==> config.mk <==
export PLATFORM = sky130hd
export DESIGN_NAME = vp_cache_noc_mux
export DESIGN_NICKNAME = d
export VERILOG_FILES = /design/src/rtl/vcore_pkg.sv /design/src/rtl/ours_vld_rdy_buf.sv /design/src/rtl/vp_cache_noc_rr_arb.sv /design/src/rtl/vp_cache_noc_mux.sv
export SDC_FILE = /design/constraint.sdc
export NUM_CORES = 1
export LEC_CHECK = 0
export ABC_AREA = 1
export ABC_CLOCK_PERIOD_IN_PS = 4950
export BUFFER_PORTS_ARGS = -buffer_cell sky130_fd_sc_hd__buf_2
export CELL_PAD_IN_SITES_DETAIL_PLACEMENT = 0
export CELL_PAD_IN_SITES_GLOBAL_PLACEMENT = 2
export CORE_ASPECT_RATIO = 1.4
export CORE_UTILIZATION = 27
export DETAILED_ROUTE_END_ITERATION = 7
export GPL_ROUTABILITY_DRIVEN = 0
export PLACE_DENSITY = 0.85
export SYNTH_ARGS = -nofsm -noshare
export SYNTH_HDL_FRONTEND = slang
export SYNTH_HIERARCHICAL = 1
export SYNTH_SLANG_ARGS = --single-unit
export TNS_END_PERCENT = 1
==> constraint.sdc <==
create_clock -name clk -period 4.95 [get_ports clk]
set_input_delay 0.495 -clock clk [delete_from_list [all_inputs] [get_ports clk]]
set_output_delay 0.495 -clock clk [all_outputs]
set_load 0.005 [all_outputs]
==> src/rtl/vcore_pkg.sv <==
// vcore_pkg: shared definitions for the vector-processor cache NOC mux.
//   - client source IDs carried in the request/response transaction ID
//   - request/response payload structs of the CPU cache interface
//   - default per-port response configuration and source-ID table
package vcore_pkg;

  localparam int VP_SRC_W = 4;

  localparam logic [VP_SRC_W-1:0] VP_ORV64_SRC_ID  = 4'h1;
  localparam logic [VP_SRC_W-1:0] VP_VLOAD_SRC_ID  = 4'h2;
  localparam logic [VP_SRC_W-1:0] VP_VSTORE_SRC_ID = 4'h3;

  typedef enum logic [1:0] {
    REQ_LOAD     = 2'd0,
    REQ_STORE    = 2'd1,
    REQ_PREFETCH = 2'd2
  } cpu_cache_req_type_e;

  typedef struct packed {
    logic [VP_SRC_W-1:0] src;
    logic [3:0]          tid;
  } cpu_cache_if_tid_t;

  typedef struct packed {
    cpu_cache_req_type_e req_type;
    logic [31:0]         addr;
    logic [31:0]         data;
    cpu_cache_if_tid_t   req_tid;
  } cpu_cache_if_req_t;

  typedef struct packed {
    cpu_cache_if_tid_t resp_tid;
    logic [31:0]       data;
  } cpu_cache_if_resp_t;

  // Up to 8 ports; only the low N_PORT entries are used.
  // Port 0 = scalar core, port 1 = VSTORE (posted), port 2 = VLOAD.
  localparam logic [7:0]  VP_DEFAULT_HAS_RESP = 8'b0000_0101;
  localparam logic [31:0] VP_DEFAULT_SRC_ID   =
    {20'h0, VP_VLOAD_SRC_ID, VP_VSTORE_SRC_ID, VP_ORV64_SRC_ID};

  // Extract the source ID of port idx from a packed 8 x 4-bit table.
  function automatic logic [VP_SRC_W-1:0] vp_src_of(input logic [31:0] tbl, input int idx);
    return tbl[idx*VP_SRC_W +: VP_SRC_W];
  endfunction

endpackage

==> src/rtl/ours_vld_rdy_buf.sv <==
// ours_vld_rdy_buf: valid/ready FIFO buffer.
//   clk, rstn        : clock, asynchronous active-low reset
//   i_vld/i_data/o_rdy : write side; o_rdy = not full
//   o_vld/o_data/i_rdy : read side; o_data is the head, stable until popped
module ours_vld_rdy_buf #(
  parameter type T     = logic [7:0],
  parameter int  DEPTH = 2
) (
  input  logic clk,
  input  logic rstn,
  input  logic i_vld,
  input  T     i_data,
  output logic o_rdy,
  output logic o_vld,
  output T     o_data,
  input  logic i_rdy
);
  localparam int AW = (DEPTH > 1) ? $clog2(DEPTH) : 1;
  localparam int CW = $clog2(DEPTH + 1);

  T                r_mem [DEPTH];
  logic [AW-1:0]   r_wr_ptr;
  logic [AW-1:0]   r_rd_ptr;
  logic [CW-1:0]   r_cnt;
  logic            w_push;
  logic            w_pop;

  assign o_rdy  = (r_cnt != CW'(DEPTH));
  assign o_vld  = (r_cnt != '0);
  assign o_data = r_mem[r_rd_ptr];
  assign w_push = i_vld && o_rdy;
  assign w_pop  = o_vld && i_rdy;

  always_ff @(posedge clk) begin
    if (w_push) r_mem[r_wr_ptr] <= i_data;
  end

  always_ff @(posedge clk or negedge rstn) begin
    if (!rstn) begin
      r_wr_ptr <= '0;
      r_rd_ptr <= '0;
      r_cnt    <= '0;
    end else begin
      if (w_push) r_wr_ptr <= (r_wr_ptr == AW'(DEPTH-1)) ? '0 : r_wr_ptr + AW'(1);
      if (w_pop)  r_rd_ptr <= (r_rd_ptr == AW'(DEPTH-1)) ? '0 : r_rd_ptr + AW'(1);
      if (w_push && !w_pop)      r_cnt <= r_cnt + CW'(1);
      else if (w_pop && !w_push) r_cnt <= r_cnt - CW'(1);
    end
  end

endmodule

==> src/rtl/vp_cache_noc_rr_arb.sv <==
// vp_cache_noc_rr_arb: N-input round-robin arbiter.
//   clk, rstn   : clock, asynchronous active-low reset
//   i_eligible  : per-input request mask (already qualified by throttling)
//   i_enable    : grant permitted this cycle (downstream slot free)
//   o_grant     : one-hot grant; pointer moves past the winner on a grant
module vp_cache_noc_rr_arb #(
  parameter int N = 3
) (
  input  logic         clk,
  input  logic         rstn,
  input  logic [N-1:0] i_eligible,
  input  logic         i_enable,
  output logic [N-1:0] o_grant
);
  localparam int PW = (N > 1) ? $clog2(N) : 1;

  logic [PW-1:0] r_ptr;
  logic [PW-1:0] w_ptr_next;
  logic [PW:0]   w_idx;
  logic [PW-1:0] w_idx_lo;
  logic          w_any;

  // Scan from the pointer, wrapping modulo N; the first eligible input wins.
  always_comb begin
    o_grant    = '0;
    w_ptr_next = r_ptr;
    w_any      = 1'b0;
    w_idx      = '0;
    w_idx_lo   = '0;
    for (int k = 0; k < N; k++) begin
      w_idx = {1'b0, r_ptr} + (PW+1)'(k);
      if (w_idx >= (PW+1)'(N)) w_idx = w_idx - (PW+1)'(N);
      w_idx_lo = w_idx[PW-1:0];
      if (i_enable && !w_any && i_eligible[w_idx_lo]) begin
        o_grant[w_idx_lo] = 1'b1;
        w_any             = 1'b1;
        w_ptr_next        = (w_idx_lo == PW'(N-1)) ? '0 : w_idx_lo + PW'(1);
      end
    end
  end

  always_ff @(posedge clk or negedge rstn) begin
    if (!rstn)      r_ptr <= '0;
    else if (w_any) r_ptr <= w_ptr_next;
  end

endmodule

==> src/rtl/vp_cache_noc_mux.sv <==
// vp_cache_noc_mux: N-port request arbiter / response router to the NOC cache IF.
//   clk, rstn                : clock, asynchronous active-low reset
//   cpu_if_req_valid/req/ready  : per-port request channels (ready = grant)
//   cpu_if_resp_valid/resp/ready: per-port response valid/ready, broadcast payload
//   cache_if_req_*           : registered NOC request channel
//   cache_if_resp_*          : NOC response channel into the response FIFO
//   unrouted_resp            : pulse when the FIFO head matches no response port
module vp_cache_noc_mux
  import vcore_pkg::*;
#(
  parameter int          N_PORT     = 3,
  parameter int          MAX_OUTS   = 4,
  parameter int          RESP_DEPTH = 2,
  parameter logic [7:0]  HAS_RESP   = VP_DEFAULT_HAS_RESP,
  parameter logic [31:0] SRC_ID     = VP_DEFAULT_SRC_ID
) (
  input  logic                               clk,
  input  logic                               rstn,
  input  logic [N_PORT-1:0]                  cpu_if_req_valid,
  input  cpu_cache_if_req_t [N_PORT-1:0]     cpu_if_req,
  output logic [N_PORT-1:0]                  cpu_if_req_ready,
  output logic [N_PORT-1:0]                  cpu_if_resp_valid,
  output cpu_cache_if_resp_t                 cpu_if_resp,
  input  logic [N_PORT-1:0]                  cpu_if_resp_ready,
  output logic                               cache_if_req_valid,
  output cpu_cache_if_req_t                  cache_if_req,
  input  logic                               cache_if_req_ready,
  input  logic                               cache_if_resp_valid,
  input  cpu_cache_if_resp_t                 cache_if_resp,
  output logic                               cache_if_resp_ready,
  output logic                               unrouted_resp
);
  localparam int CNT_W = 4;

  logic [N_PORT-1:0]  w_eligible;
  logic [N_PORT-1:0]  w_grant;
  logic               w_can_load;
  cpu_cache_if_req_t  w_sel_req;
  logic               r_req_valid;
  cpu_cache_if_req_t  r_req;

  logic               w_head_vld;
  cpu_cache_if_resp_t w_head;
  logic               w_head_pop;
  logic [N_PORT-1:0]  w_match;
  logic [N_PORT-1:0]  w_route;
  logic               w_found;

  // ---------------- request path ----------------
  // Grant only if the single output slot is empty or drains this cycle.
  assign w_can_load = !r_req_valid || cache_if_req_ready;

  vp_cache_noc_rr_arb #(.N(N_PORT)) u_arb (
    .clk        (clk),
    .rstn       (rstn),
    .i_eligible (w_eligible),
    .i_enable   (w_can_load),
    .o_grant    (w_grant)
  );

  assign cpu_if_req_ready = w_grant;

  always_comb begin
    w_sel_req = '0;
    for (int i = 0; i < N_PORT; i++) begin
      if (w_grant[i]) w_sel_req = cpu_if_req[i];
    end
  end

  always_ff @(posedge clk or negedge rstn) begin
    if (!rstn)                   r_req_valid <= 1'b0;
    else if (|w_grant)           r_req_valid <= 1'b1;
    else if (cache_if_req_ready) r_req_valid <= 1'b0;
  end

  always_ff @(posedge clk) begin
    if (|w_grant) r_req <= w_sel_req;
  end

  assign cache_if_req_valid = r_req_valid;
  assign cache_if_req       = r_req;

  // ---------------- per-port throttling ----------------
  for (genvar gi = 0; gi < N_PORT; gi++) begin : g_port
    logic [CNT_W-1:0] r_outs_cnt;
    logic             w_inc;
    logic             w_dec;

    assign w_inc = w_grant[gi] && HAS_RESP[gi];
    assign w_dec = cpu_if_resp_valid[gi] && cpu_if_resp_ready[gi];
    // Registered count only: a decrement this cycle unblocks next cycle.
    assign w_eligible[gi] = cpu_if_req_valid[gi] &&
                            (!HAS_RESP[gi] || (r_outs_cnt < CNT_W'(MAX_OUTS)));
    assign w_match[gi] = HAS_RESP[gi] && (w_head.resp_tid.src == vp_src_of(SRC_ID, gi));

    // Decrement saturates at 0 so responses outstanding across a reset are harmless.
    always_ff @(posedge clk or negedge rstn) begin
      if (!rstn)                                   r_outs_cnt <= '0;
      else if (w_inc && !w_dec)                    r_outs_cnt <= r_outs_cnt + CNT_W'(1);
      else if (w_dec && !w_inc && r_outs_cnt != 0) r_outs_cnt <= r_outs_cnt - CNT_W'(1);
    end
  end

  // ---------------- response path ----------------
  ours_vld_rdy_buf #(.T(cpu_cache_if_resp_t), .DEPTH(RESP_DEPTH)) u_resp_fifo (
    .clk    (clk),
    .rstn   (rstn),
    .i_vld  (cache_if_resp_valid),
    .i_data (cache_if_resp),
    .o_rdy  (cache_if_resp_ready),
    .o_vld  (w_head_vld),
    .o_data (w_head),
    .i_rdy  (w_head_pop)
  );

  // Lowest-index matching response port owns the head.
  always_comb begin
    w_route = '0;
    w_found = 1'b0;
    for (int i = 0; i < N_PORT; i++) begin
      if (w_match[i] && !w_found) begin
        w_route[i] = 1'b1;
        w_found    = 1'b1;
      end
    end
  end

  assign cpu_if_resp_valid = {N_PORT{w_head_vld}} & w_route;
  assign cpu_if_resp       = w_head;
  assign unrouted_resp     = w_head_vld && !w_found;
  // An orphan head is discarded immediately so it cannot block the FIFO.
  assign w_head_pop        = w_head_vld && (!w_found || |(w_route & cpu_if_resp_ready));

endmodule
==> out/metrics.sh <==
SWITCHING_POWER_mW=3.87
CPLARGESTDELAYFAMILY='buffers and inverters'
NUMPORTBUFFERS=392
REG2REG_TO='cache_if_req[14]$_DFFE_PP_'
SYNTH_CELL_TYPE_COUNT=39
ROUTE.DETAILED.DRC=0
GRT-OVFL-TOTAL=0
MAXSLEWVIOLCOUNT=0
TIMING.MAX_CAP.VIOLATIONS=0
SW_FRAC_OF_TOTAL_PCT=43.0
GRT_SETUP_UNREPAIRED='no'
DETAILED_PLACE.AREA_UM2=10400
POWER.STATIC_LEAKAGE_nW=4.84
SYNTH_SEQUENTIAL_AREA_RATIO_PCT=61.7
IR_WORST_VDD_mV=0.519
FINALCLOCKSKEW_NS=0.00979
TIMING.SLEW.HEADROOM_PCT=30.7
TIMING.CRITICAL_PATH.FROM_TYPE='flip-flop'
COUNT_OF_FLIP_FLOPS_WITH_A_BUILT_IN_ENABLE_AFTER_SYNTHESIS=154
YOSYS_WARNINGS=6
ARRIVAL_NS=3.40
TRITONCTS='yes'
ANTENNA_VIOLATING_NETS_LEFT=0
WORST_MIN_DELAY_PATH_CATEGORY='primary input to flip-flop'
SYNTHESIS.NETS=1005
SETUP_TNS_NS=0
CRITICAL_PATH.N_BUFFERS_INVERTERS=5
GRT_MAX_DEGREE=111
POST-CTS-SETUP-BUFFERS=0
NUM-NETS-FINAL=1385
FINAL-SETUP-VIOL-COUNT=0
WORST_R2R_PATH_DEPTH=14
GRT_PASS1_VIAS=6775
STARTPOINT='u_arb/r_ptr[0]$_DFFE_PN0P_'
POSTSYNTH.TOPFLOPCELL='sky130_fd_sc_hd__edfxtp_1'
CTS_HOLD_REPAIR.BUFFERS=1
WORST_R2R_STARTPOINT='u_arb/r_ptr[0]$_DFFE_PN0P_'
VIAS=6845
FP.DIEAREA_UM2=30700
CHIPHEIGHT_UM=207
DIE_X_UM=148
SETUP.WORST_PATH.END_CLASS='output pin'
CLOCK_POWER_SHARE_PCT=16.9
SYNTH.AVG_CELL_AREA_UM2=11.2
POWER.SHARE.COMBINATIONAL_PCT=51.1
AREA.GROWTH.SYNTH_TO_FINAL_PCT=36.1
DP_HPWL_UM=21700
OUTCOME='finished, final reports clean'
SYNTH_CELLS=722
TIMING_HOLD_VIOLATIONS_FINAL=0
ASYNC_FLOP_SHARE_PCT=8.88
CP_MAX_DELAY_CELL='sky130_fd_sc_hd__buf_4'
WORST_SETUP_HOLD_PATH_CLK_SLEW_NS=0.07
ROUTED_WL_UM=28600
TIMING.CRITICAL_PATH.REQUIRED_NS=4.45
WORST-SLEW-PIN-TRANSITION_NS=1.04
CTS_SINKS=169
SHARE_OF_THE_CYCLE_NEEDED_BY_THE_CRITICAL_PATH_AFTER_ROUTING_PCT=78.6
LAYOUT_CELLS_SIZED_ABOVE_1_PCT=45.6
DRT-INITIAL-DRC-COUNT=275
CLOCK_PATH_BUFFERS=2
VIAS_PER_CELL=4.56
MIN_PERIOD_NS=3.89
ORDERED_CELL_LIST_FOR_THE_CRITICAL_PATH='inv_1 -> ha_1 -> inv_2 -> nand2_1 -> nand3_1 -> nand3_2 -> nand2_2 -> nor2_2 -> nand2_1 -> o211ai_1 -> buf_4 -> buf_4 -> buf_2'
WIRE_PER_INST_UM=19.1
ANTENNA_VIOLATIONS_BEFORE_REPAIR=19
WORSTPATHMAXFANOUT=70
ROW_COUNT=74
FINAL_DESIGN_AREA_NO_FILL_UM2=11000
POWER_DENSITY_OVER_CELL_AREA_nW_PER_UM2=814
WORSTSKEWPAIRLATENCY_NS=0.44
CTS_ROOT_BUF='sky130_fd_sc_hd__clkbuf_16'
TIMING.FMAX_MHz=257
SYNTH_SEQ_CELLS=169
FILLER_CELL_COUNT=2985
NUM_IO_PINS=395
DR.PASS1.ITERS=5
SLOWEST_DELAY_NS=0.81
FLOORPLAN.INITIALDENSITY_PCT=27.6
CRITICALPATHCATEGORY='flip-flop to output pin'
CTS.HTREE.LEVELS=4
P_TOTAL_mW=8.99
GRT.TOTAL_USAGE_PCT=18.6
NETLIST_AREA_UM2=8110
TIMING.CRITICAL_PATH.DEPTH=13
PWR-SHARE-SEQ_PCT=32.0
FP.COREAREA_UM2=29400
NUMCTSBUFFERS=17
CP-ENDPOINT='cpu_if_req_ready[1]'
GRT_FIRST_PASS_WIRELENGTH_UM=41800
INTERNAL_POWER_mW=5.12
FINAL_CORE_UTILIZATION_PCT=37.6
REG2REG_SLACK_NS=1.26
POST_CTS_RESIZED=0
-- registers in the layout, indices dropped and copies added (netlist names) --
name and count:
u_resp_fifo/r_cnt 2, cache_if_req 74, g_port.r_outs_cnt 8, u_arb/r_ptr 2, u_resp_fifo/r_mem 80, u_resp_fifo/r_wr_ptr 1, cache_if_req_valid 1, u_resp_fifo/r_rd_ptr 1
-- power groups by stage --
| stage | Combinational, mW | Sequential [mW] | Clock (mW) |
|---|---|---|---|
| detailed placement | 4.69 | 2.91 | 0 |
| global route | 5.13 | 2.95 | 1.60 |
| CTS | 4.67 | 2.89 | 1.56 |
| global placement | 4.60 | 2.89 | 0 |
| finish | 4.59 | 2.88 | 1.51 |
| floorplan | 3.06 | 2.90 | 0 |
-- cell usage after synthesis, types with 3 or more instances --
master / number / share of area [%]
sky130_fd_sc_hd__nand2_2: 8 / 0.62
sky130_fd_sc_hd__xor2_1: 3 / 0.32
sky130_fd_sc_hd__buf_2: 5 / 0.31
sky130_fd_sc_hd__o21ai_1: 61 / 3.8
sky130_fd_sc_hd__a22oi_2: 40 / 6.2
sky130_fd_sc_hd__ha_1: 9 / 1.4
sky130_fd_sc_hd__nor2_1: 12 / 0.56
sky130_fd_sc_hd__o21ai_0: 16 / 0.99
sky130_fd_sc_hd__buf_4: 12 / 1.1
sky130_fd_sc_hd__inv_2: 7 / 0.32
sky130_fd_sc_hd__o211ai_1: 3 / 0.28
sky130_fd_sc_hd__nor2_2: 4 / 0.31
sky130_fd_sc_hd__nand3_1: 17 / 1.0
sky130_fd_sc_hd__nand2_1: 247 / 11
sky130_fd_sc_hd__edfxtp_1: 154 / 57
sky130_fd_sc_hd__a22oi_1: 34 / 3.1
sky130_fd_sc_hd__dfrtp_1: 15 / 4.6
sky130_fd_sc_hd__inv_1: 21 / 0.97
sky130_fd_sc_hd__buf_6: 11 / 1.5
sky130_fd_sc_hd__clkbuf_1: 13 / 0.60
sky130_fd_sc_hd__nand3_2: 4 / 0.49
sky130_fd_sc_hd__a21oi_1: 3 / 0.19
-- cells in the final DEF, fill, tap and decap left out, types with 2 or more instances in the layout --
cell type	instances
sky130_fd_sc_hd__xor2_1	3
sky130_fd_sc_hd__edfxtp_1	154
sky130_fd_sc_hd__a21oi_1	3
sky130_fd_sc_hd__bufinv_16	5
sky130_fd_sc_hd__diode_2	7
sky130_fd_sc_hd__ha_1	9
sky130_fd_sc_hd__nand4_1	2
sky130_fd_sc_hd__inv_6	4
sky130_fd_sc_hd__buf_2	392
sky130_fd_sc_hd__clkinvlp_4	2
sky130_fd_sc_hd__fa_1	2
sky130_fd_sc_hd__nor3b_1	2
sky130_fd_sc_hd__buf_4	9
sky130_fd_sc_hd__clkinv_2	2
sky130_fd_sc_hd__nand3_1	17
sky130_fd_sc_hd__clkbuf_16	17
sky130_fd_sc_hd__o21ai_0	16
sky130_fd_sc_hd__nand3_2	4
sky130_fd_sc_hd__nor2_4	5
sky130_fd_sc_hd__o211ai_1	3
sky130_fd_sc_hd__nand2_4	2
sky130_fd_sc_hd__nand2_2	8
sky130_fd_sc_hd__inv_2	7
sky130_fd_sc_hd__a22oi_1	34
sky130_fd_sc_hd__o21ai_1	61
sky130_fd_sc_hd__nand2_1	247
sky130_fd_sc_hd__nor2_1	10
sky130_fd_sc_hd__nor2_2	3
sky130_fd_sc_hd__a22oi_2	40
sky130_fd_sc_hd__dfrtp_1	15
sky130_fd_sc_hd__nor3_1	2
sky130_fd_sc_hd__inv_1	20
-- per-stage QoR --
| stage | setup WS (ns) | hold WS (ns) | instances |
|---|---|---|---|
| 2_1_floorplan | 1.07 | 0.199 | 722 |
| 3_3_place_gp | 1.18 | 0.459 | 1462 |
| 3_5_place_dp | 1.14 | 0.466 | 1462 |
| 4_1_cts | 1.07 | 0.217 | 1495 |
| 5_1_grt | 0.847 | 0.227 | 1497 |
| 6_report | 1.06 | 0.246 | 1502 |
-- cell type report --
| cell class | count | area [um2] | area share [%] |
|---|---|---|---|
| clock buffers | 19 | 443 | 4.01 |
| diodes | 7 | 17.5 | 0.159 |
| well taps | 380 | 475 | 4.31 |
| clock inverters | 13 | 216 | 1.96 |
| flip-flops and latches | 169 | 5000 | 45.3 |
| multi-input cells | 482 | 2710 | 24.6 |
| inverters | 29 | 115 | 1.04 |
| repair buffers | 403 | 2060 | 18.7 |
-- logic make-up (layout without fill, tap and decap cells) --
logic type                 count (synthesis)  after routing  synth area share (%)
adders and majority gates                 11             11                  1.88
AOI/OAI and AO/OA                        160            160                  14.8
xor gates and xnor gates                   5              5                 0.633
other                                      1              8                0.0462
DFF                                      169            169                  61.7
buffers and inverters                     71            464                  5.14
and+or+nand+nor                          305            305                  15.8
-- worst min-delay path by stage --
| stage | depth (start not counted) | end | startpoint |
|---|---|---|---|
| after floorplan | 0 | cache_if_req_valid$_DFFE_PN0P_ | rstn |
| after global placement | 1 | g_port[0].r_outs_cnt[0]$_DFFE_PN0P_ | rstn |
| after detailed placement | 1 | g_port[0].r_outs_cnt[0]$_DFFE_PN0P_ | rstn |
| after CTS | 1 | u_resp_fifo/r_mem[1][8]$_DFFE_PP_ | cache_if_resp[8] |
| after global routing | 1 | u_resp_fifo/r_mem[0][2]$_DFFE_PP_ | cache_if_resp[2] |
| final | 1 | u_resp_fifo/r_mem[1][8]$_DFFE_PP_ | cache_if_resp[8] |
-- routing by layer --
metal / up-vias / GRT usage, % / routed length, um / part of all wire, %
li1: 3313 / - / - / -
met1: 3159 / 22.5 / 11300 / 39
met2: 332 / 30.1 / 13600 / 47
met3: 31 / 7.05 / 3350 / 12
met4: 10 / 6.40 / 378 / 1.3
met5: - / 0 / 63 / 0.22
Power figures use the tool's default switching activity.
